`src/rtl/freq_gate_ctrl_pkg.sv`:
```
// Shared types and constants for the equal-precision frequency meter gate controller.
package freq_gate_ctrl_pkg;

  localparam int CNT_W = 32;

  typedef enum logic [2:0] {
    IDLE,
    CLEAR,
    ARM,
    GATE,
    SETTLE,
    LATCH
  } state_t;

  // Increment that sticks at lim so a long gate never wraps the length counter.
  function automatic logic [CNT_W-1:0] sat_inc(input logic [CNT_W-1:0] value,
                                                input logic [CNT_W-1:0] lim);
    return (value >= lim) ? lim : value + 1'b1;
  endfunction

endpackage

```
`src/rtl/freq_gate_ctrl_if.sv`:
```
// Host/counter-side bundle of the gate controller; master = controller, slave = surroundings.
// ERR exists only when FREQ_GATE_TIMEOUT_EN is defined.
interface freq_gate_if;
  import freq_gate_ctrl_pkg::*;

  logic             START;
  logic             SIG;
  logic [CNT_W-1:0] Q_IN;
  logic [CNT_W-1:0] QBASE_IN;
  logic             CNT_CLR;
  logic             SIG_EN;
  logic             BASE_EN;
  logic             BUSY;
  logic             DONE;
  logic [CNT_W-1:0] SIG_CNT;
  logic [CNT_W-1:0] BASE_CNT;
`ifdef FREQ_GATE_TIMEOUT_EN
  logic             ERR;
`endif

  modport master (
    input  START, SIG, Q_IN, QBASE_IN,
`ifdef FREQ_GATE_TIMEOUT_EN
    output ERR,
`endif
    output CNT_CLR, SIG_EN, BASE_EN, BUSY, DONE, SIG_CNT, BASE_CNT
  );

  modport slave (
    output START, SIG, Q_IN, QBASE_IN,
`ifdef FREQ_GATE_TIMEOUT_EN
    input  ERR,
`endif
    input  CNT_CLR, SIG_EN, BASE_EN, BUSY, DONE, SIG_CNT, BASE_CNT
  );

endinterface

```
`src/rtl/freq_gate_ctrl_sig_edge_sync.sv`:
```
// Multi-FF synchronizer for an asynchronous level plus a one-cycle rising-edge pulse.
module sig_edge_sync #(
  parameter int STAGES = 2
) (
  input  logic clk,
  input  logic rst_n,
  input  logic async_sig,
  output logic rise
);

  logic [STAGES-1:0] sync_reg;
  logic              prev_reg;

  always_ff @(posedge clk) begin
    if (!rst_n) begin
      sync_reg <= '0;
      prev_reg <= 1'b0;
    end else begin
      sync_reg <= {sync_reg[STAGES-2:0], async_sig};
      prev_reg <= sync_reg[STAGES-1];
    end
  end

  assign rise = sync_reg[STAGES-1] & ~prev_reg;

endmodule

```
`src/rtl/freq_gate_ctrl.sv`:
```
// Gate controller for the equal-precision frequency meter: signal-aligned gate, clear, settle, latch.
// Optional watchdog on ARM/GATE with ERR flag when FREQ_GATE_TIMEOUT_EN is defined.
module freq_gate_ctrl
  import freq_gate_ctrl_pkg::*;
#(
  parameter int unsigned GATE_CYCLES   = 100000,
  parameter int unsigned CLR_CYCLES    = 2,
  parameter int unsigned SETTLE_CYCLES = 4
`ifdef FREQ_GATE_TIMEOUT_EN
  ,
  parameter int unsigned TIMEOUT_CYCLES = 50000000
`endif
) (
  input logic         CLK,
  input logic         CLR,
  freq_gate_if.master bus
);

  localparam logic [CNT_W-1:0] GATE_LIM    = CNT_W'(GATE_CYCLES);
  localparam logic [CNT_W-1:0] CLR_LAST    = CNT_W'(CLR_CYCLES - 1);
  localparam logic [CNT_W-1:0] SETTLE_LAST = CNT_W'(SETTLE_CYCLES - 1);
`ifdef FREQ_GATE_TIMEOUT_EN
  localparam logic [CNT_W-1:0] TMO_LAST    = CNT_W'(TIMEOUT_CYCLES - 1);
`endif

  state_t           state_reg;
  logic             cnt_clr_reg;
  logic             en_reg;
  logic             busy_reg;
  logic             done_reg;
  logic [CNT_W-1:0] sig_cnt_reg;
  logic [CNT_W-1:0] base_cnt_reg;
  logic [CNT_W-1:0] phase_cnt_reg;
  logic [CNT_W-1:0] gate_cnt_reg;
  logic             sig_rise;
`ifdef FREQ_GATE_TIMEOUT_EN
  logic [CNT_W-1:0] wdog_reg;
  logic             err_reg;
`endif

  sig_edge_sync #(
    .STAGES (2)
  ) u_sig_sync (
    .clk       (CLK),
    .rst_n     (CLR),
    .async_sig (bus.SIG),
    .rise      (sig_rise)
  );

  always_ff @(posedge CLK) begin
    if (!CLR) begin
      state_reg     <= IDLE;
      cnt_clr_reg   <= 1'b0;
      en_reg        <= 1'b0;
      busy_reg      <= 1'b0;
      done_reg      <= 1'b0;
      sig_cnt_reg   <= '0;
      base_cnt_reg  <= '0;
      phase_cnt_reg <= '0;
      gate_cnt_reg  <= '0;
`ifdef FREQ_GATE_TIMEOUT_EN
      wdog_reg      <= '0;
      err_reg       <= 1'b0;
`endif
    end else begin
      done_reg <= 1'b0;
      case (state_reg)
        IDLE: begin
          cnt_clr_reg <= 1'b1;
          if (bus.START) begin
            state_reg     <= CLEAR;
            cnt_clr_reg   <= 1'b0;
            busy_reg      <= 1'b1;
            phase_cnt_reg <= '0;
`ifdef FREQ_GATE_TIMEOUT_EN
            err_reg       <= 1'b0;
`endif
          end
        end
        CLEAR: begin
          if (phase_cnt_reg == CLR_LAST) begin
            state_reg   <= ARM;
            cnt_clr_reg <= 1'b1;
          end else begin
            phase_cnt_reg <= phase_cnt_reg + 1'b1;
          end
        end
        ARM: begin
          // Opening on a synchronized edge keeps the signal count an integer number of periods.
          if (sig_rise) begin
            state_reg    <= GATE;
            gate_cnt_reg <= CNT_W'(1);
            en_reg       <= 1'b1;
          end
        end
        GATE: begin
          gate_cnt_reg <= sat_inc(gate_cnt_reg, GATE_LIM);
          if (sig_rise && (gate_cnt_reg >= GATE_LIM)) begin
            state_reg     <= SETTLE;
            en_reg        <= 1'b0;
            phase_cnt_reg <= '0;
          end
        end
        SETTLE: begin
          // Give the signal-domain counter time to settle before sampling Q_IN.
          if (phase_cnt_reg == SETTLE_LAST) begin
            state_reg    <= LATCH;
            sig_cnt_reg  <= bus.Q_IN;
            base_cnt_reg <= bus.QBASE_IN;
            done_reg     <= 1'b1;
          end else begin
            phase_cnt_reg <= phase_cnt_reg + 1'b1;
          end
        end
        LATCH: begin
          state_reg <= IDLE;
          busy_reg  <= 1'b0;
        end
        default: begin
          state_reg <= IDLE;
          en_reg    <= 1'b0;
          busy_reg  <= 1'b0;
        end
      endcase
`ifdef FREQ_GATE_TIMEOUT_EN
      // Watchdog overrides the state update above; results stay untouched.
      if (state_reg == ARM || state_reg == GATE) begin
        if (wdog_reg == TMO_LAST) begin
          state_reg   <= IDLE;
          en_reg      <= 1'b0;
          busy_reg    <= 1'b0;
          done_reg    <= 1'b1;
          err_reg     <= 1'b1;
          cnt_clr_reg <= 1'b1;
        end else begin
          wdog_reg <= wdog_reg + 1'b1;
        end
      end else begin
        wdog_reg <= '0;
      end
`endif
    end
  end

  assign bus.CNT_CLR  = cnt_clr_reg;
  assign bus.SIG_EN   = en_reg;
  assign bus.BASE_EN  = en_reg;
  assign bus.BUSY     = busy_reg;
  assign bus.DONE     = done_reg;
  assign bus.SIG_CNT  = sig_cnt_reg;
  assign bus.BASE_CNT = base_cnt_reg;
`ifdef FREQ_GATE_TIMEOUT_EN
  assign bus.ERR      = err_reg;
`endif

endmodule

```
`src/flat_wrapper.sv`:
```
// flat-port wrapper written by rule: the top's interface ports become plain ports
module freq_gate_ctrl_flat import freq_gate_ctrl_pkg::*;
#(
  parameter int unsigned GATE_CYCLES   = 100000,
  parameter int unsigned CLR_CYCLES    = 2,
  parameter int unsigned SETTLE_CYCLES = 4

)
  (CLK, CLR, bus_START, bus_SIG, bus_Q_IN, bus_QBASE_IN, bus_CNT_CLR, bus_SIG_EN, bus_BASE_EN, bus_BUSY, bus_DONE, bus_SIG_CNT, bus_BASE_CNT);
  freq_gate_if bus_i ();
  input logic CLK;
  input logic CLR;
  input wire logic [$bits(bus_i.START)-1:0] bus_START;
  input wire logic [$bits(bus_i.SIG)-1:0] bus_SIG;
  input wire logic [$bits(bus_i.Q_IN)-1:0] bus_Q_IN;
  input wire logic [$bits(bus_i.QBASE_IN)-1:0] bus_QBASE_IN;
  output wire logic [$bits(bus_i.CNT_CLR)-1:0] bus_CNT_CLR;
  output wire logic [$bits(bus_i.SIG_EN)-1:0] bus_SIG_EN;
  output wire logic [$bits(bus_i.BASE_EN)-1:0] bus_BASE_EN;
  output wire logic [$bits(bus_i.BUSY)-1:0] bus_BUSY;
  output wire logic [$bits(bus_i.DONE)-1:0] bus_DONE;
  output wire logic [$bits(bus_i.SIG_CNT)-1:0] bus_SIG_CNT;
  output wire logic [$bits(bus_i.BASE_CNT)-1:0] bus_BASE_CNT;
  assign bus_i.START = bus_START;
  assign bus_i.SIG = bus_SIG;
  assign bus_i.Q_IN = bus_Q_IN;
  assign bus_i.QBASE_IN = bus_QBASE_IN;
  assign bus_CNT_CLR = bus_i.CNT_CLR;
  assign bus_SIG_EN = bus_i.SIG_EN;
  assign bus_BASE_EN = bus_i.BASE_EN;
  assign bus_BUSY = bus_i.BUSY;
  assign bus_DONE = bus_i.DONE;
  assign bus_SIG_CNT = bus_i.SIG_CNT;
  assign bus_BASE_CNT = bus_i.BASE_CNT;
  freq_gate_ctrl #(.GATE_CYCLES(GATE_CYCLES), .CLR_CYCLES(CLR_CYCLES), .SETTLE_CYCLES(SETTLE_CYCLES)) u_core (.CLK(CLK), .CLR(CLR), .bus(bus_i));
endmodule
```
`config.mk`:
```
export PLATFORM = sky130hd
export DESIGN_NAME = freq_gate_ctrl_flat
export DESIGN_NICKNAME = d
export VERILOG_FILES = /design/src/rtl/freq_gate_ctrl_pkg.sv /design/src/rtl/freq_gate_ctrl_if.sv /design/src/rtl/freq_gate_ctrl_sig_edge_sync.sv /design/src/rtl/freq_gate_ctrl.sv /design/src/flat_wrapper.sv
export SDC_FILE = /design/constraint.sdc
export NUM_CORES = 1
export LEC_CHECK = 0
export ABC_AREA = 0
export CAP_MARGIN = 20
export CORE_MARGIN = 8
export CORE_UTILIZATION = 46
export CTS_CLUSTER_SIZE = 30
export DETAILED_ROUTE_END_ITERATION = 16
export MAX_ROUTING_LAYER = met4
export PLACE_DENSITY = 0.76
export SYNTH_ARGS = -nofsm -noshare
export SYNTH_HDL_FRONTEND = slang
export SYNTH_HIERARCHICAL = 1
export SYNTH_SLANG_ARGS = --single-unit
```
`constraint.sdc`:
```
create_clock -name CLK -period 2.11 [get_ports CLK]
set_input_delay 0.422 -clock CLK [delete_from_list [all_inputs] [get_ports CLK]]
set_output_delay 0.422 -clock CLK [all_outputs]
set_load 0.02 [all_outputs]
```
== Word-level counts from Yosys, hierarchy flattened ==
Index checks and enable logic that the tools add are counted.

* Bitwise logic cells: 4
* Add/sub/neg operators: 2
* Order comparisons: 1
* Eq/ne operators: 14
* Multiplexer cells: 23
* Reduce and logical (&&, ||, !) cells: 15

{| class="wikitable"
|+ Operators with widths
! kind !! count
|-
| $mux 32 || 6
|-
| $pmux 32 s4 || 1
|-
| $add 32x1->32 const B || 2
|-
| $pmux 32 s2 || 1
|-
| $eq 32x1->1 const B || 1
|-
| $eq 32x2->1 const B || 1
|-
| $ge 32x17->1 const B || 1
|-
| $mux 3 || 5
|-
| $pmux 3 s5 || 1
|-
| $reduce_and 2->1 || 5
|-
| $reduce_and 5->1 || 2
|-
| $ne 2x1->1 const B || 4
|-
| $reduce_or 4->1 || 2
|-
| $eq 3x2->1 const B || 2
|-
| $eq 3x3->1 const B || 2
|-
| $mux 1 || 6
|-
| $ne 2x2->1 const B || 3
|-
| $pmux 1 s2 || 2
|-
| $reduce_bool 2->1 || 2
|-
| $reduce_bool 4->1 || 1
|-
| $eq 3x1->1 const B || 1
|-
| $logic_not 3->1 || 1
|-
| $not 1->1 || 3
|-
| $pmux 1 s3 || 1
|-
| other kinds (3) || 3
|}

* Input port bits: 68
* Flip-flop bits (word level): 138

== Longest topological paths before layout ==
Gate-level depths: netlist (run 1).

* Depth after elaboration: 5
* Depth in mapped cells: 9
* Depth with buffers taken out: 7

== Cells and area by module ==
The synthesis (run 1) kept the hierarchy.

{| class="wikitable"
|+ By module, submodules not included
! module !! sequential area each (µm²) !! instances !! cells an instance !! area each (µm²)
|-
| freq_gate_ctrl || 2702.6 || 1 || 767 || 6029.5
|-
| sig_edge_sync || 60.1 || 1 || 7 || 92.6
|}

== Least setup slack after synthesis (run 1) ==
No wires, ideal clock.

* Path kind: reg2reg
* Start point: register u_core.phase_cnt_reg[0]
* End point: register u_core.phase_cnt_reg[16]
* Data required time: 1.991 ns
* Stages on the path, launching flop included: 9
* Slack: 0.082 ns
* Data arrival time: 1.909 ns
* Setup time: 0.119 ns
* Buffers on the path: 1
* Path through: dfxtp_1 ha_1 clkbuf_1 and4_1 nand3_1 or2_2 o21ai_0 nand2_1 o221a_1

* Longest elaborated chain between the ends: 3

{| class="wikitable"
|+ RTL lines
! item !! line !! source
|-
| start, declared || freq_gate_ctrl.sv:33 || <nowiki>logic [CNT_W-1:0] phase_cnt_reg;</nowiki>
|-
| start signal, assigned || freq_gate_ctrl.sv:85 || <nowiki>phase_cnt_reg <= phase_cnt_reg + 1'b1;</nowiki>
|-
| start signal, assigned || freq_gate_ctrl.sv:112 || <nowiki>phase_cnt_reg <= phase_cnt_reg + 1'b1;</nowiki>
|-
| $add 32x1->32 (tied with other cells) || freq_gate_ctrl.sv:85, freq_gate_ctrl.sv:112 ||
|-
| $mux 32 (tied with other cells) || freq_gate_ctrl.sv:106 || <nowiki>if (phase_cnt_reg == SETTLE_LAST) begin</nowiki>
|-
| $pmux 32 s4 / $reduce_and 5->1 (equally long branches) || -- ||
|}

Parallel ways exist; a longest one is shown, timed or not. The select of a mux whose other input is x is not followed.
A chain may end at the register's enable or synchronous reset.

== Worst setup path after layout (run 1) ==
* Start point: register u_core.phase_cnt_reg[17]
* End point: register u_core.base_cnt_reg[1], in the netlist u_core/bus.BASE_CNT[1]

* Longest elaborated chain between the ends: 2

{| class="wikitable"
|+ RTL lines
! item !! line !! source
|-
| $eq 32x2->1 || freq_gate_ctrl.sv:106 ||
|-
| $reduce_and 2->1 (no source line) || -- ||
|-
| end signal, assigned || freq_gate_ctrl.sv:109 || <nowiki>base_cnt_reg <= bus.QBASE_IN;</nowiki>
|-
| end, declared || freq_gate_ctrl.sv:32 || <nowiki>logic [CNT_W-1:0] base_cnt_reg;</nowiki>
|}

No other way between the ends.

==> impl_metrics.json, run 1 <==
{
  "status": "finished clean",
  "dp.cells": 1103,
  "cts_made_buffers": 17,
  "dr.pass1.iters": 5,
  "overflow": 0,
  "antenna_found_initial": 0,
  "ys_seq_area_frac": 0.4513,
  "most-common-layout-cells": "nand2_1 (184), clkdlybuf4s50_1 (135), dfxtp_1 (125), a21oi_1 (92), buf_4 (65)",
  "cts_sinks": 138,
  "fin_area_sq_um": 8889,
  "crit_path_max_fanout": 17,
  "cts_root_buffer": "clkbuf_16",
  "dpl_cell_area_sq_um": 8031,
  "cp-start-kind": "flip-flop",
  "synth.distinct_cells": 65,
  "min_to": "u_core/phase_cnt_reg[17]",
  "critPathArrivalTime_ns": 2.37,
  "clk_pin_slew_ns": 0.06,
  "die_h_um": 131.4,
  "hold_slack_ns": 0.3405,
  "rsz0062_at_grt": "yes",
  "period_needed_ns": 2.077,
  "rows": 42,
  "worst_setup_path_end_kind": "flip-flop",
  "rr_worst_depth": 10,
  "clk_path_buf_depth": 2,
  "drt_drc_violations_left": 0,
  "slew_headroom": 0.6576,
  "synth_ff_type": "dfxtp_1",
  "finalWeightedCongestion": 0.8988,
  "drt_iter0_drc": 644,
  "worst_pin_slew_ns": 0.5130,
  "grt_use_total": 0.2142,
  "core_sq_um": 13140,
  "cts_hold_buf": 0,
  "cts_htree_levels": 4,
  "power.leakage_nw": 3.233,
  "vias_per_cell": 5.515,
  "powerDensity_nw_per_um2": 744.8,
  "grt_pass1_vias": 5955,
  "cap_violations": 0,
  "synth_edf_count": 0,
  "hold_viol": 0,
  "clock_latency_ns": 0.42,
  "layout.nets": 1022,
  "post_synth.cell_area_avg_sq_um": 7.910,
  "wl_per_cell_um": 16.49,
  "syn_area_sq_um": 6122,
  "initial_core_util": 0.4660,
  "r2r_start": "u_core/phase_cnt_reg[17]",
  "synth_nets": 846,
  "postRouteAntennaNets": 0,
  "crit_type": "reg -> reg",
  "regToRegSetupSlack_ns": 0.03,
  "fmax_mhz": 481.4,
  "worstPathRequired_ns": 2.41,
  "die_w_um": 131.4,
  "finClkSkew_ns": 0.01039,
  "dieArea_sq_um": 17260,
  "stdcell_count": 1139,
  "ys.warnings.count": 6,
  "cts_tree": "built",
  "syn_inst": 774,
  "drt_wl_total_um": 18780,
  "ys_ff_latch": 138,
  "vias": 6282,
  "max-vdd-ir-drop_mv": 0.6506,
  "r2r_end": "u_core/bus.BASE_CNT[1]",
  "drive_gt1_frac": 0.1599,
  "setup_viol": 0,
  "dp_slack_ns": -0.1440,
  "dpl.hpwl_um": 12220,
  "io_buffers": 136,
  "grt_pass1_wl_um": 29940,
  "grt_max_degree": 69,
  "hold_class": "in -> reg",
  "min_from": "CLR",
  "final_common_cell": "nand2_1",
  "ys_async_sr_fraction": 0,
  "area_delta_synth_final_pct": 45.19,
  "ioPinCount": 137,
  "finalMaxSlewViolations": 0,
  "antenna_cells": 0,
  "finalCritPeriodShare": 0.9844,
  "hold_path_depth": 2,
  "setup_ws_ns": 0.03290
}
where the power goes:
| part | internal [W] | total, W | switching [W] |
|---|---|---|---|
| registers | 0.00262 | 0.00265 | 0.0000257 |
| clock network | 0.00203 | 0.00319 | 0.00117 |
| logic | 0.000355 | 0.000777 | 0.000422 |
| total | 0.00500 | 0.00662 | 0.00162 |
layer usage:
metal	wire length, um	track usage
met4	391	0.08488
met1	8063	0.2499
met3	1167	0.05335
met2	9160	0.3482
met5	0	-
cell families after synthesis:
| group | synth area share |
|---|---|
| AO/OA/AOI/OAI | 0.1917 |
| buffers and inverters | 0.05968 |
| AND/OR/NAND/NOR | 0.2863 |
| flip-flops | 0.4513 |
| XOR/XNOR | 0.002862 |
| adder cells (fa/ha/maj) | 0.008175 |
metrics by stage:
step           total power [W]  setup TNS, ns    util
5_1_grt               0.006848         -3.103  0.6766
2_1_floorplan         0.003078              0       -
3_5_place_dp          0.003425         -5.307  0.6113
4_1_cts               0.006630              0  0.6632
3_3_place_gp          0.003419         -4.349  0.6113
6_report              0.006620              0  0.6766
how the worst max path moves through the flow:
stage,to,slack (ns),cells past startpoint,start
floorplan,u_core/phase_cnt_reg[16],0.08,8,u_core/phase_cnt_reg[0]
global placement,u_core/phase_cnt_reg[19],-0.09,6,u_core/phase_cnt_reg[26]
detailed placement,u_core/phase_cnt_reg[19],-0.14,6,u_core/phase_cnt_reg[26]
CTS,u_core/phase_cnt_reg[31],0.005,6,u_core/phase_cnt_reg[5]
global route,u_core/bus.SIG_CNT[29],-0.08,10,u_core/phase_cnt_reg[17]
finish,u_core/bus.BASE_CNT[1],0.03,10,u_core/phase_cnt_reg[17]
critical path: stages, from the launching register on:
cell and delay (ns):
dfxtp_1 0.33, nor4_2 0.33, nand4_1 0.12, buf_4 0.18, nor3_4 0.20, buf_4 0.15, nand4_1 0.10, buf_4 0.19
clkbuf_16 0.18, nand2_1 0.09, a21oi_1 0.08
what timing repair did:
item / CTS / global route
pin swaps: 2 / 7
endpoints found under the setup margin: 93 / 94
gates cloned: 0 / 2
gates resized for setup: 8 / 36
buffers inserted: 1 / 1
endpoints found under the hold margin: 0 / 0
final cells by class:
type,instances,area (sq um)
clock buffer,20,446.7
clock inverter,12,186.4
fill,1050,4249
inverter,15,56.30
multi-input combinational,566,3143
sequential,138,2789
tap,176,220.2
timing repair buffer,212,2047
cells in the mapped netlist (7+ instances only):
| cell | count | share of area |
|---|---|---|
| nand2_1 | 184 | 0.11 |
| a21oi_1 | 95 | 0.078 |
| clkbuf_1 | 31 | 0.019 |
| buf_2 | 14 | 0.011 |
| and3_1 | 21 | 0.021 |
| dfxtp_1 | 138 | 0.45 |
| o21ai_1 | 10 | 0.0082 |
| nand4_1 | 11 | 0.011 |
| nor4_1 | 14 | 0.014 |
| nor2_1 | 44 | 0.027 |
| and2_1 | 8 | 0.0082 |
| nor3_1 | 17 | 0.014 |
| nand3_1 | 29 | 0.024 |
| a31oi_1 | 10 | 0.010 |
| inv_1 | 15 | 0.0092 |
| o211ai_1 | 7 | 0.0086 |
| clkbuf_8 | 7 | 0.016 |
| o21ai_0 | 28 | 0.023 |
(Power assumes the default switching activity.)
==> run 2, diff against run 1 <==
- TNS_END_PERCENT: default -> 30
==> impl_metrics.json, run 2 (synthesis gave the netlist of run 1 again) <==
{
  "finalCritPeriodShare": 0.9848,
  "vias_per_cell": 5.525,
  "layout.nets": 1022,
  "drt_drc_violations_left": 0,
  "power.leakage_nw": 3.233,
  "grt.met3_usage": 0.05335,
  "slowest_stage": "dfxtp_1",
  "r2r_end": "u_core/bus.BASE_CNT[1]",
  "grt_pass1_wl_um": 29940,
  "crit_type": "reg -> reg",
  "r2r_start": "u_core/phase_cnt_reg[17]",
  "dr.pass1.iters": 5,
  "critPathArrivalTime_ns": 2.37,
  "clock_latency_ns": 0.42,
  "endpoint": "u_core/bus.BASE_CNT[1]",
  "stdcell_count": 1139,
  "cap_violations": 0,
  "finClkSkew_ns": 0.01176,
  "worstPathRequired_ns": 2.40,
  "dieArea_sq_um": 17260,
  "fmax_mhz": 481.3,
  "hold_class": "in -> reg",
  "antenna_found_initial": 0,
  "cts_root_buffer": "clkbuf_16",
  "wl_per_cell_um": 16.49,
  "initial_core_util": 0.4660,
  "clk_pin_slew_ns": 0.06,
  "clk_path_buf_depth": 2,
  "antenna_cells": 0,
  "worst_pin_slew_ns": 0.4977,
  "startpoint": "u_core/phase_cnt_reg[17]",
  "final_common_cell": "nand2_1",
  "grt_max_degree": 69,
  "fin_setup_tns_ns": 0,
  "crit_top_cell": "buf_4",
  "cp-start-kind": "flip-flop",
  "cts_sinks": 138,
  "top_usage_layer": "met2",
  "vias": 6293,
  "area_delta_synth_final_pct": 45.19,
  "crit_path_max_fanout": 17,
  "status": "finished clean",
  "cts_tree": "built",
  "finalWeightedCongestion": 0.8988,
  "most-common-layout-cells": "nand2_1 (184), clkdlybuf4s50_1 (135), dfxtp_1 (125), a21oi_1 (92), buf_4 (65)",
  "max-vdd-ir-drop_mv": 0.6481,
  "dp_slack_ns": -0.1440,
  "grt_use_met2": 0.3482,
  "path_cells": "nor4_2 > nand4_1 > buf_4 > nor3_4 > buf_4 > nand4_1 > buf_4 > clkbuf_16 > nand2_1 > a21oi_1",
  "min_from": "CLR",
  "hold_viol": 0,
  "fill_cells": 1050,
  "overflow": 0,
  "powerDensity_nw_per_um2": 744.4,
  "rows": 42,
  "finalMaxSlewViolations": 0,
  "slowest_delay_ns": 0.33,
  "drive_gt1_frac": 0.1599,
  "period_needed_ns": 2.078,
  "use_met1": 0.2499,
  "drt_wl_total_um": 18790,
  "ioPinCount": 137,
  "dp.cells": 1103,
  "p_total_w": 0.006616,
  "setup_viol": 0,
  "rr_worst_depth": 10,
  "die_w_um": 131.4,
  "cts_made_buffers": 17,
  "rsz0062_at_grt": "yes",
  "grt_pass1_vias": 5955,
  "slew_headroom": 0.6677,
  "postRouteAntennaNets": 0,
  "core_sq_um": 13140,
  "cts_hold_buf": 0,
  "worst_setup_path_end_kind": "flip-flop",
  "regToRegSetupSlack_ns": 0.03,
  "drt_iter0_drc": 619,
  "die_h_um": 131.4,
  "setup_ws_ns": 0.03217,
  "dpl.hpwl_um": 12220,
  "io_buffers": 136,
  "grt_use_total": 0.2142,
  "cts_htree_levels": 4
}
[run 2: critical path: cells and delay by family, from the launching register on]
family | cells | cell delay, ns
simple gates | 5 | 0.84
buf+inv | 4 | 0.70
flops | 1 | 0.33
compound gates | 1 | 0.08
[run 2: per-layer routing]
layer	vias up	wire length (um)	share of wire
met5	-	0	0
met4	0	414	0.022
met3	35	1174	0.062
met2	261	9147	0.49
met1	2930	8050	0.43
li1	3067	-	-
[run 2: how the worst min path moves through the flow]
stage | end | slack [ns] | cells past startpoint
after floorplan | u_core/u_sig_sync/sync_reg[1] | 0.41 | 1
after global placement | u_core/gate_cnt_reg[21] | 0.42 | 2
after detailed placement | u_core/gate_cnt_reg[21] | 0.42 | 2
after CTS | u_core/phase_cnt_reg[17] | 0.32 | 2
after global routing | u_core/phase_cnt_reg[24] | 0.34 | 2
final | u_core/phase_cnt_reg[17] | 0.34 | 2
[run 2: area by class of cell]
cell class	count	area, sq um	share of cell area
multi-input combinational	566	3143	0.3536
sequential	138	2789	0.3138
timing repair buffer	212	2047	0.2303
clock buffer	20	446.7	0.05025
tap	176	220.2	0.02477
clock inverter	12	186.4	0.02097
inverter	15	56.30	0.006334
[run 2: stage by stage]
| step | area [sq um] | util | hold slack [ns] |
|---|---|---|---|
| after detailed placement | 8031 | 0.6113 | 0.4226 |
| after CTS | 8713 | 0.6632 | 0.3245 |
| after global placement | 8031 | 0.6113 | 0.4155 |
| after floorplan | 6122 | - | 0.4057 |
| after global routing | 8889 | 0.6766 | 0.3399 |
| final | 8889 | 0.6766 | 0.3416 |
[run 2: power breakdown]
| group | internal (W) | switching (W) | leakage, nW | total, W |
|---|---|---|---|---|
| Sequential | 0.00262 | 0.0000263 | 1.12 | 0.00265 |
| Clock | 0.00203 | 0.00116 | 0.310 | 0.00319 |
| Combinational | 0.000355 | 0.000421 | 1.80 | 0.000776 |
| Total | 0.00500 | 0.00161 | 3.23 | 0.00662 |
[run 2: timing repair]
item | in CTS | in global routing
resized for setup | 8 | 36
setup buffers | 1 | 1
gates cloned | 0 | 2
endpoints found under the setup margin | 93 | 94
pin swaps | 2 | 7
hold endpoints to repair | 0 | 0
